$ cat src/rtl/game_pkg.sv
// Shared definitions for the VGA game: raster widths, frame timing and jump states.
// Imported by the character-motion logic and by the VGA controller.
package game_pkg;

   localparam int COL_W     = 12;
   localparam int ROW_W     = 11;
   localparam int VER_FIELD = 1023;
   localparam int VER_TOTAL = 1065;

   typedef enum logic [1:0] {
      GROUNDED = 2'd0,
      ASCEND   = 2'd1,
      DESCEND  = 2'd2,
      LAND     = 2'd3
   } jump_state_t;

endpackage

$ cat src/rtl/frame_key_sampler.sv
// Synchronises the jump button and detects a new press, sampled once per frame.
// Sampling at frame rate debounces the key and prevents auto-repeat while held.
module frame_key_sampler (
   input  logic clock,
   input  logic reset,
   input  logic jump_key,
   input  logic frame_tick,
   output logic jump_edge
);

   logic key_meta;
   logic key_s;
   logic key_prev;

   always_ff @(posedge clock or posedge reset) begin
      if (reset) begin
         key_meta <= 1'b0;
         key_s    <= 1'b0;
         key_prev <= 1'b0;
      end else begin
         key_meta <= jump_key;
         key_s    <= key_meta;
         if (frame_tick)
            key_prev <= key_s;
      end
   end

   assign jump_edge = frame_tick & key_s & ~key_prev;

endmodule

$ cat src/rtl/jump_controller.sv
// Vertical-motion sequencer for the player character: one position update per frame,
// applied at the start of vertical blanking so the renderer never sees a mid-frame move.
module jump_controller
   import game_pkg::*;
#(
   parameter int TICK_ROW = 1024,
   parameter int GROUND_Y = 800,
   parameter int MIN_Y    = 0,
   parameter int JUMP_VEL = 24,
   parameter int GRAVITY  = 1,
   parameter int MAX_FALL = 32
) (
   input  logic             clock,
   input  logic             reset,
   input  logic [COL_W-1:0] display_col,
   input  logic [ROW_W-1:0] display_row,
   input  logic             jump_key,
   output logic [ROW_W-1:0] char_y,
   output logic             airborne,
   output logic             frame_tick,
   output logic [1:0]       state
);

   localparam int VEL_W = 6;
   localparam int SUM_W = ROW_W + 1;

   localparam logic [ROW_W-1:0] TICK_ROW_V = ROW_W'(TICK_ROW);
   localparam logic [ROW_W-1:0] GROUND_V   = ROW_W'(GROUND_Y);
   localparam logic [ROW_W-1:0] MIN_V      = ROW_W'(MIN_Y);
   localparam logic [SUM_W-1:0] GROUND_S   = SUM_W'(GROUND_Y);
   localparam logic [SUM_W-1:0] MIN_S      = SUM_W'(MIN_Y);
   localparam logic [VEL_W-1:0] JUMP_V     = VEL_W'(JUMP_VEL);
   localparam logic [VEL_W-1:0] GRAV_V     = VEL_W'(GRAVITY);
   localparam logic [VEL_W-1:0] MAX_FALL_V = VEL_W'(MAX_FALL);

   jump_state_t      state_q;
   jump_state_t      state_nxt;
   logic [VEL_W-1:0] vel_q;
   logic [VEL_W-1:0] vel_nxt;
   logic [VEL_W-1:0] fall_vel;
   logic [VEL_W:0]   vel_inc;
   logic [ROW_W-1:0] y_nxt;
   logic [ROW_W-1:0] rise_y;
   logic [SUM_W-1:0] y_ext;
   logic [SUM_W-1:0] vel_ext;
   logic [SUM_W-1:0] fall_y;
   logic             jump_edge;

   frame_key_sampler u_key_sampler (
      .clock      (clock),
      .reset      (reset),
      .jump_key   (jump_key),
      .frame_tick (frame_tick),
      .jump_edge  (jump_edge)
   );

   // Stage 0: frame tick from raster position
   always_ff @(posedge clock or posedge reset) begin
      if (reset)
         frame_tick <= 1'b0;
      else
         frame_tick <= (display_row == TICK_ROW_V) && (display_col == '0);
   end

   // Sums carry one extra bit so an overshoot past the ground is visible before clamping.
   always_comb begin
      y_ext     = {1'b0, char_y};
      vel_ext   = SUM_W'(vel_q);
      rise_y    = char_y - ROW_W'(vel_q);
      vel_inc   = {1'b0, vel_q} + {1'b0, GRAV_V};
      fall_vel  = (vel_inc > {1'b0, MAX_FALL_V}) ? MAX_FALL_V : vel_inc[VEL_W-1:0];
      fall_y    = y_ext + SUM_W'(fall_vel);
      state_nxt = state_q;
      vel_nxt   = vel_q;
      y_nxt     = char_y;
      if (frame_tick) begin
         case (state_q)
            GROUNDED: begin
               y_nxt = GROUND_V;
               if (jump_edge) begin
                  state_nxt = ASCEND;
                  vel_nxt   = JUMP_V;
               end
            end
            ASCEND: begin
               y_nxt = (y_ext >= vel_ext + MIN_S) ? rise_y : MIN_V;
               if (vel_q > GRAV_V) begin
                  vel_nxt = vel_q - GRAV_V;
               end else begin
                  vel_nxt   = '0;
                  state_nxt = DESCEND;
               end
            end
            DESCEND: begin
               if (fall_y >= GROUND_S) begin
                  y_nxt     = GROUND_V;
                  vel_nxt   = '0;
                  state_nxt = LAND;
               end else begin
                  y_nxt   = fall_y[ROW_W-1:0];
                  vel_nxt = fall_vel;
               end
            end
            LAND:    state_nxt = GROUNDED;
            default: state_nxt = GROUNDED;
         endcase
      end
   end

   // Stage 1: motion state, applied on the tick edge
   always_ff @(posedge clock or posedge reset) begin
      if (reset) begin
         state_q  <= GROUNDED;
         char_y   <= GROUND_V;
         vel_q    <= '0;
         airborne <= 1'b0;
      end else begin
         state_q  <= state_nxt;
         char_y   <= y_nxt;
         vel_q    <= vel_nxt;
         airborne <= (state_nxt == ASCEND) || (state_nxt == DESCEND);
      end
   end

   assign state = state_q;

endmodule

$ cat config.mk
export PLATFORM = sky130hd
export DESIGN_NAME = jump_controller
export DESIGN_NICKNAME = d
export VERILOG_FILES = /design/src/rtl/game_pkg.sv /design/src/rtl/frame_key_sampler.sv /design/src/rtl/jump_controller.sv
export SDC_FILE = /design/constraint.sdc
export NUM_CORES = 1
export LEC_CHECK = 0
export BUFFER_PORTS_ARGS = -buffer_cell sky130_fd_sc_hd__buf_2
export CAP_MARGIN = 20
export CORE_MARGIN = 5
export CORE_UTILIZATION = 41
export CTS_CLUSTER_DIAMETER = 150
export DETAILED_ROUTE_END_ITERATION = 8
export SETUP_SLACK_MARGIN = 0.05
export SLEW_MARGIN = 20
export SYNTH_ARGS = -nofsm -noshare
export SYNTH_HDL_FRONTEND = slang
export SYNTH_HIERARCHICAL = 1
export SYNTH_SLANG_ARGS = --single-unit
$ cat constraint.sdc
create_clock -name clock -period 4.2 [get_ports clock]
set_input_delay 0.42 -clock clock [delete_from_list [all_inputs] [get_ports clock]]
set_output_delay 0.42 -clock clock [all_outputs]
set_load 0.02 [all_outputs]
=== After elaboration in Yosys (flattened, before gate mapping) ===
Cells that the tools add are included.

* Register bits after elaboration: 24
* Input port bits: 26
* Output and inout port bits: 15
* Logic and storage cells: 46

* Add/sub/neg operators: 4
* $lt $le $gt $ge: 4
* Eq/ne operators: 7
* Mux-type cells: 13
* Bitwise gates (word level): 3
* Reductions and logical operators: 7

{| class="wikitable"
|+ Operators by type and width
! operator !! number
|-
| $pmux W11 S3 || 1
|-
| $mux W6 || 4
|-
| $mux W11 || 2
|-
| $pmux W6 S3 || 1
|-
| $add A11 B6 Y12 || 1
|-
| $ge A12 B10 Y1 const B || 1
|-
| $logic_not A12 Y1 || 1
|-
| $eq A11 B11 Y1 const B || 1
|-
| $ge A11 B6 Y1 || 1
|-
| $sub A11 B6 Y11 || 1
|-
| $mux W2 || 4
|-
| $pmux W2 S4 || 1
|-
| $add A6 B1 Y7 const B || 1
|-
| $gt A7 B6 Y1 const B || 1
|-
| $eq A2 B2 Y1 const B || 3
|-
| $gt A6 B1 Y1 const B || 1
|-
| $sub A6 B1 Y6 const B || 1
|-
| $eq A2 B1 Y1 const B || 2
|-
| $reduce_and A3 Y1 || 1
|-
| $reduce_bool A3 Y1 || 1
|-
| $and A1 B1 Y1 || 2
|-
| $logic_not A2 Y1 || 1
|-
| $ne A2 B2 Y1 const B || 1
|-
| $reduce_and A2 Y1 || 1
|-
| 3 further kinds || 3
|}

=== Logic depth before layout (Yosys ltp) ===
Gate-level depths: netlist of run 1.

* Depth in word-level cells: 10
* Depth in mapped cells: 14
* Depth with buffers taken out: 14

=== Modules after synthesis ===
Netlist of run 1, hierarchy kept.

{| class="wikitable"
|+ By module, submodules not included
! module !! instances !! cells an instance !! area an instance (µm²)
|-
| jump_controller || 1 || 269 || 2233.4
|-
| frame_key_sampler || 1 || 6 || 103.8
|}

=== Worst setup path after synthesis of run 1 ===
Ideal clock, no wire load.

* Path kind: flip-flop to flip-flop
* From: register vel_q[0]
* To: register char_y[6]
* Library setup time: 87 ps
* Arrival time: 3415 ps
* Data required time: 4113 ps
* Path slack: 698 ps
* Cell stages (with the launch flop): 15
* Path buffers: 0
* Period minus slack after synthesis: 3502 ps
* Cell sequence: dfrtp_1 inv_1 nor3_2 or3_1 a21oi_1 o31ai_1 inv_1 ha_1 a211oi_2 o21ai_2 a21o_1 o32ai_4 o311ai_4 or3_1 a211oi_2

* Cells in the longest elaborated chain, start to end: 7

{| class="wikitable"
|+ Ends and longest elaborated chain
! item !! line !! source
|-
| start: declaration || jump_controller.sv:38 || <nowiki>logic [VEL_W-1:0] vel_q;</nowiki>
|-
| start signal: assignment || jump_controller.sv:120 || <nowiki>vel_q <= vel_nxt;</nowiki>
|-
| $add A6 B1 Y7 || jump_controller.sv:70 || <nowiki>vel_inc = {1'b0, vel_q} + {1'b0, GRAV_V};</nowiki>
|-
| $gt A7 B6 Y1 || jump_controller.sv:71 || <nowiki>fall_vel = (vel_inc > {1'b0, MAX_FALL_V}) ? MAX_FALL_V : vel_inc[VEL_W-1:0];</nowiki>
|-
| $mux W6 || jump_controller.sv:71 ||
|-
| $add A11 B6 Y12 || jump_controller.sv:72 || <nowiki>fall_y = y_ext + SUM_W'(fall_vel);</nowiki>
|-
| $ge A12 B10 Y1 || jump_controller.sv:95 || <nowiki>if (fall_y >= GROUND_S) begin</nowiki>
|-
| $mux W11 || jump_controller.sv:95 ||
|-
| $pmux W11 S3 * || jump_controller.sv:77 || <nowiki>case (state_q)</nowiki>
|-
| end signal: assignment || jump_controller.sv:119 || <nowiki>char_y <= y_nxt;</nowiki>
|-
| end: declaration || jump_controller.sv:18 || <nowiki>output logic [ROW_W-1:0] char_y,</nowiki>
|}

Every way passes the cells marked *; elsewhere a longest branch is shown, timed or not.
A chain may end at the register's enable or synchronous reset.

=== Worst setup path after layout of run 1 ===
* From: register vel_q[1]
* To: register vel_q[5]

* Cells in the longest elaborated chain, start to end: 7

{| class="wikitable"
|+ Ends and longest elaborated chain
! item !! line
|-
| $add A6 B1 Y7 || jump_controller.sv:70
|-
| $gt A7 B6 Y1 || jump_controller.sv:71
|-
| $mux W6 || jump_controller.sv:71
|-
| $add A11 B6 Y12 || jump_controller.sv:72
|-
| $ge A12 B10 Y1 || jump_controller.sv:95
|-
| $mux W6 || jump_controller.sv:95
|-
| $pmux W6 S3 * || jump_controller.sv:77
|}

Marks and branches as above.

==> out/qor.csv, run 1 <==
metric;value;unit
final slew viol count;0;
TritonCTS Sinks;24;
min Tclk post-route;3.80;ns
Leak;1.19;nW
vias in the first global route;2200;
Hold Vio Cnt, Final;0;
Synth Cell Area;2340;sq um
slew margin rel.;0.407;
CP Cell Sequence;inv_1, nor3_4, or3_1, a21oi_1, o31ai_2, inv_1, ha_1, a211oi_2, o21ai_2, a21o_1, o32ai_4, o311ai_4, nand2b_1, o31ai_1;
drt first pass iters;4;
maximum clock frequency;263;MHz
placed cell area;2590;sq um
layout cell share with drive strength beyond 1;0.212;
core area;5540;sq um
port buffer count;40;
Peak VDD IR;154;uV
Crit path max-delay family;compound AO/OA/AOI/OAI gates;
required time of the critical path;4.38;ns
PwrDens;173;nW/um^2
nets;360;
Clock Skew;0.00947;ns
Root Buffer;clkbuf_8;
predominant post-synthesis flop cell;dfrtp_1;
total CTS buffers;3;
detailed-route via count;2296;
slew at the pin closest to its max-slew limit;0.888;ns
TritonCTS clock tree;yes;
Final period util;0.905;
Post-synth EDFFs;0;
worst hold path class;in -> reg;
worst-path fanout max;7;
chip width;85.5;microns
final design instance area without fill;2690;sq um
worst-skew pair later-pin latency;0.28;ns
Clock H-tree levels;1;
WP data arrival;3.98;ns
clk buf depth;2;
Initial Util;0.422;
number of max-cap violations;0;
crit start category;register;
Worst setup EP type;register;
setup ws final;0.401;ns
WL/cell;16.8;microns
GRT Residual Overflow;0;
Post-Synthesis Cells;275;
pre-CTS setup slack;0.105;ns
row count;27;
CP max stage delay;0.43;ns
Yosys cell types;66;
slowest cell on the critical path;dfrtp_1;
status;completed;
Post-CTS Setup Bufs;0;
1st-iter DRT viols;228;
first-pass GRT wire length;10.9;mm
syn nets;323;
#FFs+latches synth;24;
Routed Wire Length;6.43;mm
largest net degree at the start of global routing;22;
Worst path most repeated cell;inv_1;
Clock Pin Slew Worst Setup and Hold Paths;0.10;ns
DRC;0;
TNS Setup;0;ns
Area Overhead vs Synth;14.9;%
IO Pins;41;
sequential share of the synthesized area;0.259;
Util after Layout;0.485;
initial antenna violation count;0;
full die area;7310;sq um
Final HPWL DP;4.96;mm
synth warn;6;
Total Power;464;uW
ANT nets after route;0;
Ant. Diodes;0;
CP Buf/Inv Count;2;
ys async rst share;1.00;
Chip Height;85.5;microns
crit path kind;reg -> reg;
RePlAce Congestion;0.884;
RSZ-0062 raised after global routing;false;
Total GRT Usage;0.182;
post-DR vias/cell;5.99;
final setup fails;0;
Mean Syn Cell Area;8.50;sq um
==> worst register-to-register path, delay by kind of cell (launching register included) <==
| kind | cells | cell delay, ns |
|---|---|---|
| simple gates | 3 | 0.78 |
| fa+ha+maj | 1 | 0.31 |
| compound gates | 8 | 1.92 |
| buf+inv | 2 | 0.26 |
| flops | 1 | 0.43 |
==> cells in the mapped netlist, types with 2 or more instances <==
cell / instances / area, sq um
ha_1: 20 / 250
xor2_1: 6 / 52.6
xnor2_1: 7 / 61.3
nand4_1: 5 / 31.3
nor2b_1: 2 / 12.5
nor3_1: 7 / 35.0
or2_2: 3 / 18.8
o21ai_0: 13 / 65.1
nor2_1: 20 / 75.1
or3_1: 5 / 31.3
a21o_1: 6 / 45.0
inv_1: 23 / 86.3
and2_1: 2 / 12.5
nand3_1: 7 / 35.0
a21oi_1: 14 / 70.1
o221ai_1: 3 / 26.3
a22oi_1: 2 / 15.0
o31ai_1: 5 / 37.5
nor3b_1: 2 / 15.0
clkbuf_1: 6 / 22.5
nand2b_1: 7 / 43.8
o21ai_1: 5 / 25.0
buf_2: 2 / 10.0
a21boi_1: 2 / 15.0
a211oi_2: 2 / 25.0
o31a_1: 2 / 17.5
a31oi_1: 10 / 62.6
fa_1: 2 / 40.0
dfstp_2: 3 / 78.8
dfrtp_1: 21 / 526
nor4_1: 4 / 25.0
nand2_1: 16 / 60.1
o311ai_0: 2 / 17.5
and3_1: 3 / 18.8
a32oi_1: 5 / 43.8
==> logic make-up (layout without fill, tap and decap cells) <==
group / Yosys count / count (layout) / synth area share
buf+inv: 32 / 68 / 0.0525
fa+ha+maj: 22 / 22 / 0.124
simple gates: 91 / 91 / 0.209
flops: 24 / 24 / 0.259
xor+xnor: 13 / 13 / 0.0487
compound gates: 92 / 92 / 0.301
mux: 1 / 1 / 0.00642
==> cell type report <==
type / count / area [sq um]
clock buffer: 3 / 41.3
fill: 563 / 2860
timing repair buffer: 41 / 210
tap: 72 / 90.1
sequential: 24 / 606
inverter: 23 / 86.3
clock inverter: 1 / 30.0
multi-input combinational: 219 / 1620
==> per-stage QoR <==
| stage | hold WS (ns) | std cells |
|---|---|---|
| after global placement | 0.298 | 378 |
| after CTS | 0.235 | 383 |
| final | 0.238 | 383 |
| after global routing | 0.231 | 383 |
| after floorplan | 0.174 | 275 |
| after detailed placement | 0.297 | 378 |
==> registers in the layout (all words and copies together), names as in the netlist <==
register	cells
u_key_sampler/key_s	1
u_key_sampler/key_prev	1
frame_tick	1
airborne	1
char_y	11
vel_q	6
u_key_sampler/key_meta	1
state	2
==> path summary, 6_finish.rpt <==
kind	start	endpoint	slack, ns	cells past startpoint
setup reg to reg	vel_q[1]$_DFFE_PP0P_	vel_q[5]$_DFFE_PP0P_	0.40	14
setup / recovery	vel_q[1]$_DFFE_PP0P_	vel_q[5]$_DFFE_PP0P_	0.40	14
min in group asynchronous	reset	u_key_sampler/key_prev$_DFFE_PP0P_	0.53	3
hold reg to reg	u_key_sampler/key_meta$_DFF_PP0_	u_key_sampler/key_s$_DFF_PP0_	0.36	0
max in group asynchronous	reset	vel_q[0]$_DFFE_PP0P_	2.72	3
hold / removal	jump_key	u_key_sampler/key_meta$_DFF_PP0_	0.24	1
==> placed cells by master, fill, tap and decap left out, types with 2 or more instances in the layout <==
| cell | n |
|---|---|
| or2_2 | 3 |
| and3_1 | 3 |
| o31ai_1 | 4 |
| nand3_1 | 7 |
| ha_1 | 20 |
| nor2_1 | 20 |
| nand2b_1 | 7 |
| nand2_1 | 16 |
| nor3_1 | 7 |
| o21ai_1 | 5 |
| a32oi_1 | 5 |
| dfstp_2 | 3 |
| a21boi_1 | 2 |
| nand4_1 | 5 |
| xnor2_1 | 7 |
| xor2_1 | 6 |
| fa_1 | 2 |
| a21o_1 | 6 |
| dfrtp_1 | 20 |
| o311ai_0 | 2 |
| inv_1 | 23 |
| o21ai_0 | 13 |
| a22oi_1 | 2 |
| nor3b_1 | 2 |
| nor2b_1 | 2 |
| and2_1 | 2 |
| a211oi_2 | 2 |
| nor4_1 | 4 |
| a21oi_1 | 14 |
| clkbuf_8 | 3 |
| a31oi_1 | 10 |
| o221ai_1 | 3 |
| or3_1 | 5 |
| buf_2 | 40 |
| o31a_1 | 2 |
==> layer usage <==
layer	up-vias	part of all wire	GRT usage
li1	1103	-	-
met1	1126	0.45	0.246
met2	63	0.49	0.310
met3	4	0.049	0.0202
met4	0	0.0098	0.0460
met5	-	0	0
==> where the power goes <==
group | internal (mW) | switching [mW] | total, mW
registers | 0.232 | 0.000312 | 0.232
clock network | 0.128 | 0.0858 | 0.213
logic | 0.00958 | 0.00818 | 0.0178
==> timing repair <==
item | 4_1_cts | 5_1_grt
hold buffers | 1 | 0
endpoints found under the hold margin | 3 | 0
gates resized for setup | 1 | 2
endpoints found under the setup margin | 1 | 8
No activity file was read; power rests on OpenSTA's default activity.
==> run 2, diff against run 1 <==
--- a/config.mk
+++ b/config.mk
@@ -15,5 +15,4 @@
 export SLEW_MARGIN = 20
 export SYNTH_ARGS = -nofsm -noshare
 export SYNTH_HDL_FRONTEND = slang
-export SYNTH_HIERARCHICAL = 1
 export SYNTH_SLANG_ARGS = --single-unit
==> out/qor.csv, run 2 <==
metric;value;unit;change
status;completed;;
Leak;1.24;nW;+4.3%
RR Endpoint;char_y[4]$_DFFE_PP0P_;;
Peak VDD IR;104;uV;-33%
R2R Path Start;vel_q[0]$_DFFE_PP0P_;;
Synth Cell Area;2420;sq um;+3.4%
RSZ-0062 raised after global routing;false;;
TritonCTS clock tree;yes;;
total CTS buffers;3;;unchanged
WL/cell;16.0;microns;-4.9%
sequential share of the synthesized area;0.250;;-0.00844
Int Pwr;325;uW;-12%
synth warn;0;;-6
Logic pwr share;0.043;;+0.005
Flop pwr share;0.561;;+0.060
initial antenna violation count;0;;unchanged
full die area;7530;sq um;+3.0%
Root Buffer;clkbuf_8;;
R2R Setup Slk;0.34;ns;-0.07 ns
TritonCTS Sinks;24;;unchanged
Post-synth EDFFs;0;;unchanged
final setup fails;0;;unchanged
Final HPWL DP;4.89;mm;-1.5%
layout cell share with drive strength beyond 1;0.207;;-0.00479
core area;5820;sq um;+5.0%
#FFs+latches synth;24;;unchanged
crit start category;register;;
nets;372;;+3.3%
number of max-cap violations;0;;unchanged
RePlAce Congestion;0.909;;+2.9%
clk buf depth;2;;unchanged
commonest non-fill, non-tap cells in the layout;buf_2, nor2_1, o21ai_0;;
ANT nets after route;0;;unchanged
largest net degree at the start of global routing;25;;+14%
Worst setup EP type;register;;
post-DR vias/cell;5.77;;-3.7%
Hold Vio Cnt, Final;0;;unchanged
slew at the pin closest to its max-slew limit;0.911;ns;+0.0234 ns
Sw Share;0.216;;+0.0126
Psw;89.5;uW;-5.0%
IO Pins;41;;unchanged
TNS Setup;0;ns;unchanged
port buffer count;40;;unchanged
top post-synthesis cells by area;dfrtp_1, ha_1, o21ai_0, nor2_1, a21oi_1;;
number of flip-flops in the largest register;11;;unchanged
WP data arrival;4.05;ns;+0.07 ns
worst-skew pair later-pin latency;0.27;ns;about the same
Total GRT Usage;0.171;;-0.0116
GRT Residual Overflow;0;;unchanged
required time of the critical path;4.39;ns;about the same
maximum clock frequency;259;MHz;-1.7%
setup ws final;0.335;ns;-0.0653 ns
top cell type's share of synthesized area;0.218;;-0.00734
vias in the first global route;2119;;-3.7%
Clock H-tree levels;1;;unchanged
crit path kind;reg -> reg;;
pre-CTS setup slack;0.179;ns;+0.0743 ns
detailed-route via count;2297;;+0.044%
PwrDens;153;nW/um^2;-12%
Area Overhead vs Synth;12.4;%;
Final period util;0.920;;+0.0155
1st-iter DRT viols;147;;-36%
R2R depth;15;;+1
drt first pass iters;4;;unchanged
worst-path fanout max;9;;+2
DRC;0;;unchanged
largest register by flop count;char_y;;
CTS Hold Bufs;0;;-1
Initial Util;0.415;;-0.00641
row count;28;;+3.7%
Ant. Diodes;0;;unchanged
Post-CTS Setup Bufs;0;;unchanged
final slew viol count;0;;unchanged
syn nets;338;;+4.6%
Chip Height;86.8;microns;+1.5%
clock share of power;0.396;;-0.065
ys async rst share;1.00;;unchanged
chip width;86.8;microns;+1.5%
slew margin rel.;0.389;;-0.0187
Hold WS;0.220;ns;-0.0180 ns
Yosys cell types;64;;-3.0%
predominant post-synthesis flop cell;dfrtp_1;;
Mean Syn Cell Area;8.33;sq um;-2.0%
post-synth top area cell;dfrtp_1;;
Post-Synthesis Cells;290;;+5.5%
commonest cells in the netlist;nor2_1, o21ai_0, inv_1;;
Clock Skew;0.0105;ns;+0.00102 ns
Routed Wire Length;6.35;mm;-1.2%
worst hold path class;in -> async;;
most common cell after layout, fill and taps aside;buf_2;;
Clock Pin Slew Worst Setup and Hold Paths;0.10;ns;about the same
min Tclk post-route;3.86;ns;+0.0653 ns
first-pass GRT wire length;10.3;mm;-5.1%
-- run 2: changes by cell type in the layout (fill, tap and decap cells not counted), sizes merged, moves of 4 or more --
cell and delta:
a21oi +5, nor2 +8, nand2b -6, and3 +4
a32oi -4, nor3 +4, a31oi -6, o21ai +11
nand2 -6
-- run 2: kinds of logic after synthesis --
family | after synthesis | synth area share
AOI/OAI and AO/OA | 99 | 0.296
xor gates and xnor gates | 10 | 0.0363
adders and majority gates | 22 | 0.120
buffers and inverters | 34 | 0.0637
DFF | 24 | 0.250
muxes | 4 | 0.0192
and+or+nand+nor | 97 | 0.215
-- run 2: worst max-delay path: stages, from the launching register on --
cell and delay (ns):
dfrtp_1 0.53, inv_1 0.14, nor3_4 0.30, and3_1 0.21, nand3_1 0.09, o21ai_0 0.15, inv_1 0.18, nor2_1 0.17
ha_1 0.29, o211a_1 0.28, a211oi_4 0.32, nor3_1 0.08, mux2_4 0.28, o22ai_4 0.26, nand3_1 0.23, o31ai_1 0.26
-- run 2: cell type report --
cell class	instances	area, sq um
Inverter	23	86.3
Sequential cell	24	604
Fill cell	609	3100
Clock buffer	4	55.1
Tap cell	75	93.8
Timing Repair Buffer	40	200
Multi-Input combinational cell	232	1680
-- run 2: power groups by stage --
| stage | Combinational [mW] | Sequential (mW) | Clock, mW |
|---|---|---|---|
| 2_1_floorplan | 0.00531 | 0.237 | 0 |
| 3_3_place_gp | 0.0180 | 0.237 | 0 |
| 3_5_place_dp | 0.0185 | 0.237 | 0 |
| 4_1_cts | 0.0184 | 0.232 | 0.171 |
| 5_1_grt | 0.0204 | 0.233 | 0.179 |
| 6_report | 0.0179 | 0.232 | 0.164 |
-- run 2: how the worst max path moves through the flow --
stage | startpoint | slack [ns] | end | cells past startpoint
6_report | vel_q[0]$_DFFE_PP0P_ | 0.34 | char_y[4]$_DFFE_PP0P_ | 15
5_1_grt | vel_q[0]$_DFFE_PP0P_ | 0.06 | char_y[4]$_DFFE_PP0P_ | 15
4_1_cts | vel_q[0]$_DFFE_PP0P_ | 0.14 | vel_q[2]$_DFFE_PP0P_ | 15
3_5_place_dp | vel_q[0]$_DFFE_PP0P_ | 0.18 | char_y[4]$_DFFE_PP0P_ | 15
3_3_place_gp | vel_q[0]$_DFFE_PP0P_ | 0.28 | char_y[4]$_DFFE_PP0P_ | 15
2_1_floorplan | vel_q[0]$_DFFE_PP0P_ | 0.77 | char_y[6]$_DFFE_PP0P_ | 15
-- run 2: metrics by stage --
stage	power, mW	area (sq um)	cells	utilization
2_1_floorplan	0.242	2420	290	-
3_3_place_gp	0.255	2640	394	0.454
3_5_place_dp	0.255	2640	394	0.454
4_1_cts	0.422	2700	398	0.464
5_1_grt	0.432	2720	398	0.467
6_report	0.414	2720	398	0.467
-- run 2: layer usage --
layer,track usage,share of wire,up-vias
met1,0.242,0.48,1071
met2,0.282,0.46,74
met3,0.0257,0.058,2
met4,0.0227,0.0022,0
met5,0,0,-
li1,-,-,1150
-- run 2: repair_timing --
item,in CTS,in global routing
endpoints found under the hold margin,0,0
gates resized for setup,0,5
setup endpoints to repair,0,16
==> run 3, diff against run 2 <==
--- a/config.mk
+++ b/config.mk
@@ -8,9 +8,10 @@
 export BUFFER_PORTS_ARGS = -buffer_cell sky130_fd_sc_hd__buf_2
 export CAP_MARGIN = 20
 export CORE_MARGIN = 5
-export CORE_UTILIZATION = 41
+export CORE_UTILIZATION = 52
 export CTS_CLUSTER_DIAMETER = 150
 export DETAILED_ROUTE_END_ITERATION = 8
+export PLACE_DENSITY = 0.78
 export SETUP_SLACK_MARGIN = 0.05
 export SLEW_MARGIN = 20
 export SYNTH_ARGS = -nofsm -noshare
==> constraint.sdc (replaced) <==
create_clock -name clock -period 3.25 [get_ports clock]
set_input_delay 0.325 -clock clock [delete_from_list [all_inputs] [get_ports clock]]
set_output_delay 0.325 -clock clock [all_outputs]
set_load 0.02 [all_outputs]
==> out/qor.csv, run 3 (synthesis gave the netlist of run 2 again) <==
metric;value;unit;change
slew at the pin closest to its max-slew limit;0.573;ns;-0.338 ns
worst setup path endpoint;char_y[7]$_DFFE_PP0P_;;
final slew viol count;0;;unchanged
DRC;0;;unchanged
R2R depth;16;;+1
Util after Layout;0.715;;+0.248
RSZ-0062 raised after global routing;true;;
worst-path fanout max;6;;-3
post-DR vias/cell;6.12;;+6.1%
Int Pwr;479;uW;+48%
Leak;1.46;nW;+18%
maximum clock frequency;300;MHz;+16%
most common cell after layout, fill and taps aside;buf_2;;
fin cells;417;;+4.8%
crit start category;register;;
layout cell share with drive strength beyond 1;0.367;;+0.160
worst-skew pair later-pin latency;0.29;ns;+0.02 ns
commonest non-fill, non-tap cells in the layout;buf_2, buf_4, nor2_1;;
largest register by flop count;char_y;;
PwrDens;191;nW/um^2;+25%
Storage cell area;606;sq um;+0.21%
vias in the first global route;2358;;+11%
Chip Height;78.2;microns;-9.9%
Routed Wire Length;6.99;mm;+10%
RR Endpoint;char_y[7]$_DFFE_PP0P_;;
chip width;78.2;microns;-9.9%
RePlAce Congestion;0.993;;+9.2%
Ant. Diodes;0;;unchanged
Psw;128;uW;+43%
total CTS buffers;3;;unchanged
R2R Setup Slk;-0.08;ns;-0.42 ns
port buffer count;40;;unchanged
TritonCTS Sinks;24;;unchanged
Sw Share;0.211;;-0.00517
Hold Vio Cnt, Final;0;;unchanged
Flop pwr share;0.494;;-0.067
Clock Pin Slew Worst Setup and Hold Paths;0.11;ns;about the same
setup ws final;-0.0846;ns;-0.420 ns
Worst setup EP type;register;;
1st-iter DRT viols;164;;+12%
Peak VDD IR;247;uV;+140%
R2R Path Start;vel_q[1]$_DFFE_PP0P_;;
number of flip-flops in the largest register;11;;unchanged
full die area;6110;sq um;-19%
TritonCTS clock tree;yes;;
worst hold path class;in -> reg;;
GRT Residual Overflow;0;;unchanged
origin of the worst setup path;vel_q[1]$_DFFE_PP0P_;;
Final period util;1.03;;+0.106
min Tclk post-route;3.33;ns;-0.530 ns
footprint of the multi-input gates;1810;sq um;+8.3%
clock share of power;0.462;;+0.066
detailed-route via count;2554;;+11%
Initial Util;0.544;;+0.128
initial antenna violation count;0;;unchanged
Clock H-tree levels;1;;unchanged
core area;4440;sq um;-24%
Root Buffer;clkbuf_8;;
final setup fails;13;;+13
status;complete, but fails checks;;
row count;24;;-14%
crit path kind;reg -> reg;;
dpl cells;402;;+2.0%
Filler cells;345;;-43%
first-pass GRT wire length;11.2;mm;+8.6%
number of max-cap violations;0;;unchanged
largest net degree at the start of global routing;25;;unchanged
required time of the critical path;3.47;ns;-0.92 ns
slew margin rel.;0.614;;+0.225
Area Overhead vs Synth;31.4;%;
Total GRT Usage;0.223;;+0.0519
failing checks;setup timing;;
Logic pwr share;0.044;;about the same
ANT nets after route;0;;unchanged
WL/cell;16.8;microns;+5.0%
Clock Skew;0.0215;ns;+0.0110 ns
drt first pass iters;5;;+1
Final HPWL DP;5.14;mm;+5.1%
clk buf depth;2;;unchanged
IO Pins;41;;unchanged
nets;414;;+11%
WP data arrival;3.56;ns;-0.49 ns
run 3: cell types whose count changed in the layout (fill, tap and decap cells not counted), sizes merged:
cell / change
clkbuf: -1
inv: +1
bufinv: +1
buf: +41
dlygate4sd3: +1
clkinv: -1
run 3: final cells by class:
cell class,count,area share
Inverter,23,0.0272
Sequential cell,24,0.191
Clock buffer,3,0.0130
Timing Repair Buffer,82,0.168
Multi-Input combinational cell,232,0.571
Clock inverter,1,0.00946
Tap cell,52,0.0205
run 3: metrics by stage:
stage	total power [mW]	area, sq um	hold slack, ns	TNS (ns)	setup WS, ns
after floorplan	0.313	2440	0.331	0	0.0406
after global placement	0.329	2870	0.336	0	0.00329
after detailed placement	0.330	2870	0.345	-0.550	-0.131
after CTS	0.608	3060	0.145	-0.0482	-0.0241
after global routing	0.623	3180	0.149	-3.12	-0.236
final	0.607	3180	0.153	-0.569	-0.0846
run 3: how the worst min path moves through the flow:
stage,cells past startpoint,startpoint,slack [ns],end
final,1,jump_key,0.15,u_key_sampler.key_meta$_DFF_PP0_
after global routing,1,jump_key,0.15,u_key_sampler.key_meta$_DFF_PP0_
after CTS,1,jump_key,0.15,u_key_sampler.key_meta$_DFF_PP0_
after detailed placement,0,u_key_sampler.key_meta$_DFF_PP0_,0.34,u_key_sampler.key_s$_DFF_PP0_
after global placement,0,u_key_sampler.key_meta$_DFF_PP0_,0.34,u_key_sampler.key_s$_DFF_PP0_
after floorplan,0,u_key_sampler.key_meta$_DFF_PP0_,0.33,u_key_sampler.key_s$_DFF_PP0_
run 3: repair_timing:
action,in CTS,in global routing
endpoints found under the hold margin,0,3
gates resized for setup,15,20
hold buffers,0,1
pin swaps,18,10
endpoints found under the setup margin,15,17
buffers inserted,7,2
cloned,0,0
run 3: power groups by stage:
stage,Sequential [mW],Clock (mW),Combinational (mW)
after floorplan,0.306,0,0.00686
after global placement,0.306,0,0.0229
after detailed placement,0.306,0,0.0238
after CTS,0.300,0.284,0.0239
after global routing,0.300,0.293,0.0302
final,0.300,0.281,0.0266
run 3: layer usage:
| layer | vias up | wire length, microns | global-route usage | part of all wire |
|---|---|---|---|---|
| li1 | 1225 | - | - | - |
| met1 | 1202 | 3110 | 0.321 | 0.44 |
| met2 | 116 | 3310 | 0.355 | 0.47 |
| met3 | 11 | 455 | 0.0297 | 0.065 |
| met4 | 0 | 122 | 0.0507 | 0.017 |
| met5 | - | 0 | 0 | 0 |
run 3: worst max-delay path: stages, from the launching register on:
cell      delay (ns)
dfrtp_1         0.43
inv_2           0.07
nor3_4          0.25
nor3_1          0.09
nor2_1          0.12
o21ai_2         0.07
o21ai_2         0.22
inv_2           0.08
ha_4            0.22
a211o_4         0.36
a211oi_4        0.30
nor3_1          0.09
mux2_4          0.28
o22ai_4         0.28
nand2_4         0.12
buf_6           0.16
o22ai_2         0.13
